## src/rtl/btn_event_arbiter.sv

```systemverilog
`default_nettype none
// +--------------------------------------------------------------------------+
// | btn_event_arbiter                                                          |
// | Synchronizes and debounces N button inputs, then serializes each press    |
// | as an event on a valid/ready port using round-robin arbitration.          |
// | Revision: 1.0                                                             |
// +--------------------------------------------------------------------------+

module btn_event_arbiter #(
  parameter  int N               = 4,
  parameter  int DEBOUNCE_CYCLES = 16,
  localparam int CNT_W           = $clog2(DEBOUNCE_CYCLES),
  localparam int ID_W            = $clog2(N)
) (
  input  logic            clk,
  input  logic            rst_n,
  input  logic [N-1:0]    btn_in,
  output logic [N-1:0]    btn_level,
  output logic            evt_valid,
  output logic [ID_W-1:0] evt_id,
  input  logic            evt_ready,
  output logic            overflow
);

  localparam logic [CNT_W-1:0] CNT_MAX = CNT_W'(DEBOUNCE_CYCLES - 1);
  localparam logic [ID_W-1:0]  LAST_RST = ID_W'(N - 1);

  typedef enum logic [0:0] {
    ST_IDLE  = 1'b0,
    ST_OFFER = 1'b1
  } state_e;

  state_e          state_q, state_d;
  logic [N-1:0]    s1_q, s2_q;
  logic [N-1:0]    level_q, level_d;
  logic [N-1:0]    pending_q, pending_d;
  logic            valid_q, valid_d;
  logic [ID_W-1:0] id_q, id_d;
  logic [ID_W-1:0] last_q, last_d;
  logic            ovf_q, ovf_d;

  logic [N-1:0]    press;
  logic [N-1:0]    clr;
  logic [ID_W-1:0] sel;
  logic [ID_W-1:0] scan_idx;
  logic            found;

  always_ff @(posedge clk or negedge rst_n) begin
    if (!rst_n) begin
      s1_q <= '0;
      s2_q <= '0;
    end else begin
      s1_q <= btn_in;
      s2_q <= s1_q;
    end
  end

  for (genvar i = 0; i < N; i++) begin : g_ch
    logic [CNT_W-1:0] cnt_q;
    logic             differs;

    assign differs = (s2_q[i] != level_q[i]);

    always_ff @(posedge clk or negedge rst_n) begin
      if (!rst_n) begin
        cnt_q <= '0;
      end else if (!differs || cnt_q == CNT_MAX) begin
        cnt_q <= '0;
      end else begin
        cnt_q <= cnt_q + CNT_W'(1);
      end
    end

    assign level_d[i] = (differs && cnt_q == CNT_MAX) ? s2_q[i] : level_q[i];
  end

  // A press is the cycle in which the debounced level is about to rise.
  assign press     = level_d & ~level_q;
  assign pending_d = (pending_q & ~clr) | press;
  assign ovf_d     = |(press & pending_q & ~clr);

  always_comb begin
    state_d  = state_q;
    valid_d  = valid_q;
    id_d     = id_q;
    last_d   = last_q;
    clr      = '0;
    sel      = '0;
    scan_idx = '0;
    found    = 1'b0;

    // Scan starts just after the last served channel, wrapping modulo N.
    for (int k = 1; k <= N; k++) begin
      scan_idx = ID_W'((int'(last_q) + k) % N);
      if (!found && pending_q[scan_idx]) begin
        sel   = scan_idx;
        found = 1'b1;
      end
    end

    case (state_q)
      ST_IDLE: begin
        if (found) begin
          id_d    = sel;
          valid_d = 1'b1;
          clr     = N'(1) << sel;
          state_d = ST_OFFER;
        end
      end
      ST_OFFER: begin
        if (evt_ready) begin
          valid_d = 1'b0;
          last_d  = id_q;
          state_d = ST_IDLE;
        end
      end
      default: state_d = ST_IDLE;
    endcase
  end

  always_ff @(posedge clk or negedge rst_n) begin
    if (!rst_n) begin
      state_q   <= ST_IDLE;
      level_q   <= '0;
      pending_q <= '0;
      valid_q   <= 1'b0;
      id_q      <= '0;
      last_q    <= LAST_RST;
      ovf_q     <= 1'b0;
    end else begin
      state_q   <= state_d;
      level_q   <= level_d;
      pending_q <= pending_d;
      valid_q   <= valid_d;
      id_q      <= id_d;
      last_q    <= last_d;
      ovf_q     <= ovf_d;
    end
  end

  assign btn_level = level_q;
  assign evt_valid = valid_q;
  assign evt_id    = id_q;
  assign overflow  = ovf_q;

endmodule

`default_nettype wire

```

## config.mk

```make
export PLATFORM = sky130hd
export DESIGN_NAME = btn_event_arbiter
export DESIGN_NICKNAME = d
export VERILOG_FILES = /design/src/rtl/btn_event_arbiter.sv
export SDC_FILE = /design/constraint.sdc
export NUM_CORES = 1
export LEC_CHECK = 0
export ABC_AREA = 1
export CORE_UTILIZATION = 60
export DETAILED_ROUTE_END_ITERATION = 8
export PLACE_DENSITY = 0.83
export SYNTH_ARGS = -nofsm -noshare
export SYNTH_HDL_FRONTEND = slang
export SYNTH_SLANG_ARGS = --single-unit
```

## constraint.sdc

```tcl
create_clock -name clk -period 4.9 [get_ports clk]
set_input_delay 0.98 -clock clk [delete_from_list [all_inputs] [get_ports clk]]
set_output_delay 0.98 -clock clk [all_outputs]
set_load 0.02 [all_outputs]
```

---- After elaboration in Yosys (flattened, before gate mapping) ----
Cells that the tools add are included.
storage, ports and cells
  flip-flop bits (word level) ............. 39
  output and inout bits ................... 8
  input port bits ......................... 7
cells by class
  equality and inequality tests ........... 10
  bitwise gates (word level) .............. 8
  reductions and logical operators ........ 22
  mux-type cells .......................... 32
  shifts and indexed selects .............. 1
  add/sub/neg operators ................... 8
  magnitude comparators ................... 4
operator list
  cell                                                                   number
  4-bit 2-to-1 mux                                                       6
  4-bit by 1-bit adder with 4-bit output (second input constant)         4
  4-bit AND                                                              4
  4-bit equality test (second input constant)                            4
  1-bit 2-to-1 mux                                                       16
  2-bit by 3-bit < comparator with 1-bit output (second input constant)  4
  1-bit binary-select mux with 2-bit select                              4
  2-bit 2-to-1 mux                                                       4
  4-bit NOT                                                              2
  1-bit logical AND                                                      7
  1-bit zero test                                                        7
  2-bit AND reduction                                                    3
  2-bit by 1-bit adder with 2-bit output (second input constant)         2
  2-bit adder (second input constant)                                    2
  1-bit logical OR                                                       4
  1-bit inequality test                                                  4
  2-bit inequality test (second input constant)                          2
  4-bit OR                                                               1
  1-bit case mux with 2 select lines                                     2
  4-bit OR reduction                                                     1
  1-bit by 2-bit << shifter with 4-bit output (first input constant)     1
  1-bit NOT                                                              1

---- Longest topological paths before layout ----
  word-level depth ........................ 19
  gate-level depth with buffers ........... 16

---- Least setup slack after synthesis ----
OpenSTA, ideal clock, no wires.
  path kind ............................... register to register
  from .................................... reg last_q[0]
  to ...................................... reg ovf_q, in the netlist overflow
  setup time .............................. 116 ps
  buffers on the path ..................... 1
  data arrival time ....................... 1510 ps
  stages on the path, launching flop included .. 15
  setup slack ............................. 3274 ps
  clock period less this slack ............ 1626 ps
  cell sequence ........................... dfstp_2 buf_6 inv_8 nand2_1 nand2_2 nand2_2 nand2_4 nor2_4 nand3_1 nand3_2 nand2_2 o21ai_1 nand2_1 inv_1 nand2_1
on the way
  cells in the longest elaborated chain, start to end .. 19
  elaborated cells between the ends (all ways) .. 32
ends and longest elaborated chain
  what                                         RTL line  RTL
  from (decl)                                  39        logic [ID_W-1:0] last_q, last_d;
  from (signal assigned)                       136       last_q <= last_d;
  2-bit by 1-bit adder with 2-bit output       94        scan_idx = ID_W'((int'(last_q) + k) % N);
  1-bit binary-select mux with 2-bit select    95        if (!found && pending_q[scan_idx]) begin
  1-bit 2-to-1 mux (not written as such)       95
  1-bit 2-to-1 mux                             95
  1-bit zero test                              95
  1-bit logical AND                            95
  1-bit 2-to-1 mux                             95
  1-bit zero test                              95
  [... 4 more ...]                             n/a
  2-bit 2-to-1 mux                             95
  1-bit by 2-bit << shifter with 4-bit output  106       clr = N'(1) << sel;
  4-bit 2-to-1 mux *                           103       if (found) begin
  4-bit 2-to-1 mux *                           101       case (state_q)
  4-bit NOT *                                  80        assign ovf_d = |(press & pending_q & ~clr);
  4-bit AND *                                  80
  4-bit OR reduction *                         80
  via ovf_d                                    40        logic ovf_q, ovf_d;
  to (signal assigned)                         137       ovf_q <= ovf_d;
  to (decl)                                    40
The timed path passes the listed nets; every way through them passes the cells marked *. The select of a mux whose other input is x is not followed.
A chain may end at the register's enable or synchronous reset.

---- Worst setup path after layout ----
  from .................................... reg level_q[0], in the netlist btn_level[0]
  to ...................................... out btn_level[0]
RTL lines
  what                    RTL line  RTL
  from (decl)             35        logic [N-1:0] level_q, level_d;
  from (signal assigned)  132       level_q <= level_d;
  to (decl)               18        output logic [N-1:0] btn_level,
No word-level cell between the ends.

==> results.rst <==
.. list-table::
   :header-rows: 1

   * - Metric
     - Value
   * - Clock tree from TritonCTS
     - yes
   * - Antenna fix cells
     - 0
   * - Proportion of synthesized flip-flops having asynchronous set or reset
     - 100.0%
   * - Final ANT Viol Nets
     - 0
   * - Highest clock rate
     - 425.3 MHz
   * - Number of antenna violations at the first check in global routing
     - 0
   * - Cell family with most CP delay
     - buffers and inverters
   * - I/O pins
     - 15
   * - Area fraction of the dominant cell type after synthesis
     - 50.20%
   * - Drt first-iter violations
     - 31
   * - Data required time at the worst endpoint
     - 3.92 ns
   * - Number of core rows
     - 19
   * - Worst slew margin
     - 45.34%
   * - Top cells by instance count after synthesis
     - 40 x nand2_1, 37 x dfrtp_1, 25 x nor2_1
   * - DR vias/cell
     - 5.185
   * - Clk Latency, worst-skew pair
     - 0.34 ns
   * - Design internal power
     - 562.8 µW
   * - Routed WL
     - 2.964 mm
   * - Switching Power
     - 273.3 µW
   * - Final Net Count
     - 233
   * - Synthesized area per cell
     - 9.130 µm²
   * - Number of levels the H-tree was split into
     - 2
   * - Number of maximum-capacitance violations
     - 0
   * - Number of cells in the design after placement
     - 246
   * - Status
     - complete, but fails checks
   * - CTS-repair resized insts
     - 0
   * - Syn_nets
     - 213
   * - Final Setup Violations
     - 0
   * - Cells along the critical path
     - clkdlybuf4s50_1
   * - Total routing usage reported by global routing
     - 22.49%
   * - Leading cell type by number of instances after synthesis
     - nand2_1
   * - Share of post-route cells with drive strength above 1
     - 16.59%
   * - Yosys warning total
     - 0
   * - CTS hold repair buffers
     - 0
   * - Number of buffers inserted by port buffering
     - 14
   * - Switching Fraction
     - 32.69%
   * - Die span in x
     - 57.44 µm
   * - Worst-path cell with the longest stage delay
     - clkdlybuf4s50_1
   * - Clk sink count
     - 39
   * - Worst-case vdd ir drop
     - 269.4 µV
   * - Setup CP Type
     - reg -> out
   * - Initial Utilization
     - 65.19%
   * - Clock input transition at the sequential cells of the worst setup and hold paths
     - 0.12 ns
   * - Worst-path maximum fanout
     - 4
   * - Area overhead of the layout relative to synthesis
     - 13.50%
   * - Largest stage delay on the critical path
     - 0.62 ns
   * - Number of hold-slack violations in the final timing report
     - 0
   * - First-pass GRT wire length
     - 5.547 mm
   * - Number of clock buffers inserted by TritonCTS
     - 5
   * - Most area-consuming cells after synthesis
     - dfrtp_1 50%, nand2_1 8.1%, nor2_1 5.1%, nand2_2 4.7%, nand3_1 4.3%
   * - Part of the power in combinational logic
     - 26.3%
   * - Kind of start point of the critical path
     - register
   * - Violated checks
     - design-rule violations
   * - GRT overflow
     - 0
   * - Number of DRC violations after detailed routing
     - 1
   * - Cell area power density
     - 399.4 mW/mm²
   * - Final Non-Filler Cells
     - 254
   * - Cell at the root of the clock tree
     - clkbuf_4
   * - Period utilization
     - 47.98%
   * - Worst EP arrival
     - 1.37 ns
   * - RD Place Congestion
     - 0.9000
   * - Worst slew pin tran
     - 0.8199 ns
   * - Number of buffers between clock root and the deepest sink
     - 2
   * - DR vias
     - 1317
   * - Relative contribution of the clock network to total power
     - 26.5%
   * - Leakage power
     - 1.049 nW
   * - Most used DFF post-synth
     - dfrtp_1
   * - Power share of the sequential group
     - 47.2%
   * - Wire length per cell after detailed routing
     - 11.67 µm
   * - Synthesis-stage register bit count
     - 39
   * - Maximum number of pins on one net before global-route repair
     - 40
   * - Post-synthesis cell type count
     - 26
   * - Total Neg Setup Slack
     - 0 ns
   * - Detailed placer's ending HPWL
     - 2.240 mm
   * - Worst hold margin
     - 0.3600 ns
   * - Setup skew after layout
     - 0.01123 ns
   * - Area of the core region
     - 0.002829 mm²
   * - Postcts setup bufs
     - 0
   * - Cell count after synthesis
     - 202
   * - Setup repair after global routing missed its margin
     - no
   * - Total power
     - 836.1 µW
   * - Number of enable flip-flop cells after synthesis
     - 0
   * - Max-slew violation count
     - 0
   * - Total buffers and inverters traversed by the critical path
     - 1
   * - Dominant cell type by area after synthesis
     - dfrtp_1
   * - Post-synthesis instance area
     - 0.001844 mm²
   * - Crit path capture type
     - primary output
   * - Shortest clock period the worst path allows after layout
     - 2.351 ns
   * - Vertical extent of the die
     - 57.44 µm
   * - Die area
     - 0.003299 mm²
   * - Number of global-route vias before repair
     - 1324
   * - Share of the yosys chip area belonging to registers
     - 53.05%
   * - Number of iterations in the first detailed-routing pass
     - 6
   * - Class of the tightest hold or removal check
     - reg -> reg
==> final cells by class <==
type / instances / area (µm²)
clock inverters: 2 / 35.03
flip-flops and latches: 39 / 978.4
clock buffers: 6 / 51.30
inverters: 24 / 97.59
repair buffers: 14 / 135.1
fillers: 211 / 735.7
multi-input cells: 138 / 757.0
well taps: 31 / 38.79
==> cells in the final DEF (no fill, tap or decap), types with 2 or more instances in the layout <==
cell,n
nand2_1,40
nor2_1,25
nand2_4,3
nand4_1,2
a21oi_1,6
o21a_1,2
clkdlybuf4s50_1,13
o21ai_0,5
xor2_1,8
nand3_2,2
nand2_2,14
ha_1,4
inv_1,18
o21bai_1,2
nand3_1,16
inv_2,4
clkbuf_4,5
dfstp_2,2
dfrtp_1,37
xnor2_1,4
==> metrics by stage <==
step | util (%) | setup WS (ns) | cell area (µm²)
2_1_floorplan | - | 3.274 | 1844
3_3_place_gp | 70.94 | 2.937 | 2007
3_5_place_dp | 70.94 | 2.922 | 2007
4_1_cts | 73.99 | 2.525 | 2093
5_1_grt | 73.99 | 2.476 | 2093
6_report | 73.99 | 2.549 | 2093
==> worst register-to-register path, cell delays in order (launching register included) <==
cell and delay (ns):
dfstp_2 0.70, inv_8 0.08, nand2_1 0.08, nand2_2 0.07, nand2_2 0.10, nand2_4 0.06, inv_2 0.05, nand3_1 0.09
clkinv_1 0.07, nand2_2 0.04, nand2_2 0.08, nand3_1 0.11, nand2_1 0.08, nand2_1 0.06, inv_1 0.05, nand2_1 0.05
==> state kept, by name (all words and copies together) (netlist names), 2 cells and up <==
| name | cells |
|---|---|
| btn_level | 4 |
| pending_q | 4 |
| g_ch.cnt_q | 16 |
| s2_q | 4 |
| evt_id | 2 |
| s1_q | 4 |
| last_q | 2 |
==> cells by family after synthesis <==
group | share of synthesized area [%]
buf+inv | 5.902
fa+ha+maj | 2.714
flops | 53.05
compound gates | 5.494
xor+xnor | 5.699
simple gates | 27.14
==> power groups by stage <==
stage	Combinational [mW]	Sequential, mW	Clock [mW]
4_1_cts	0.221	0.395	0.229
2_1_floorplan	0.167	0.395	0
3_3_place_gp	0.214	0.398	0
3_5_place_dp	0.219	0.401	0
5_1_grt	0.250	0.400	0.244
6_report	0.220	0.395	0.221
==> routing by layer <==
| layer | global-route usage (%) | vias up | share of wire, % |
|---|---|---|---|
| met1 | 28.83 | 616 | 46 |
| li1 | - | 674 | - |
| met4 | 6.969 | 0 | 0.64 |
| met3 | 7.710 | 2 | 3.9 |
| met5 | 0 | - | 0 |
| met2 | 36.21 | 25 | 50 |
==> worst paths after layout <==
check | depth (start not counted) | to | slack, ns | from
max | 1 | btn_level[0] | 2.55 | btn_level[0]
min | 0 | s2_q[1] | 0.36 | s1_q[1]
max reg2reg | 15 | overflow | 3.02 | last_q[0]
min reg2reg | 0 | s2_q[1] | 0.36 | s1_q[1]
max in group asynchronous | 1 | s2_q[2] | 3.66 | rst_n
min in group asynchronous | 1 | g_ch[3].cnt_q[2] | 0.73 | rst_n
Power figures use the tool's default switching activity.
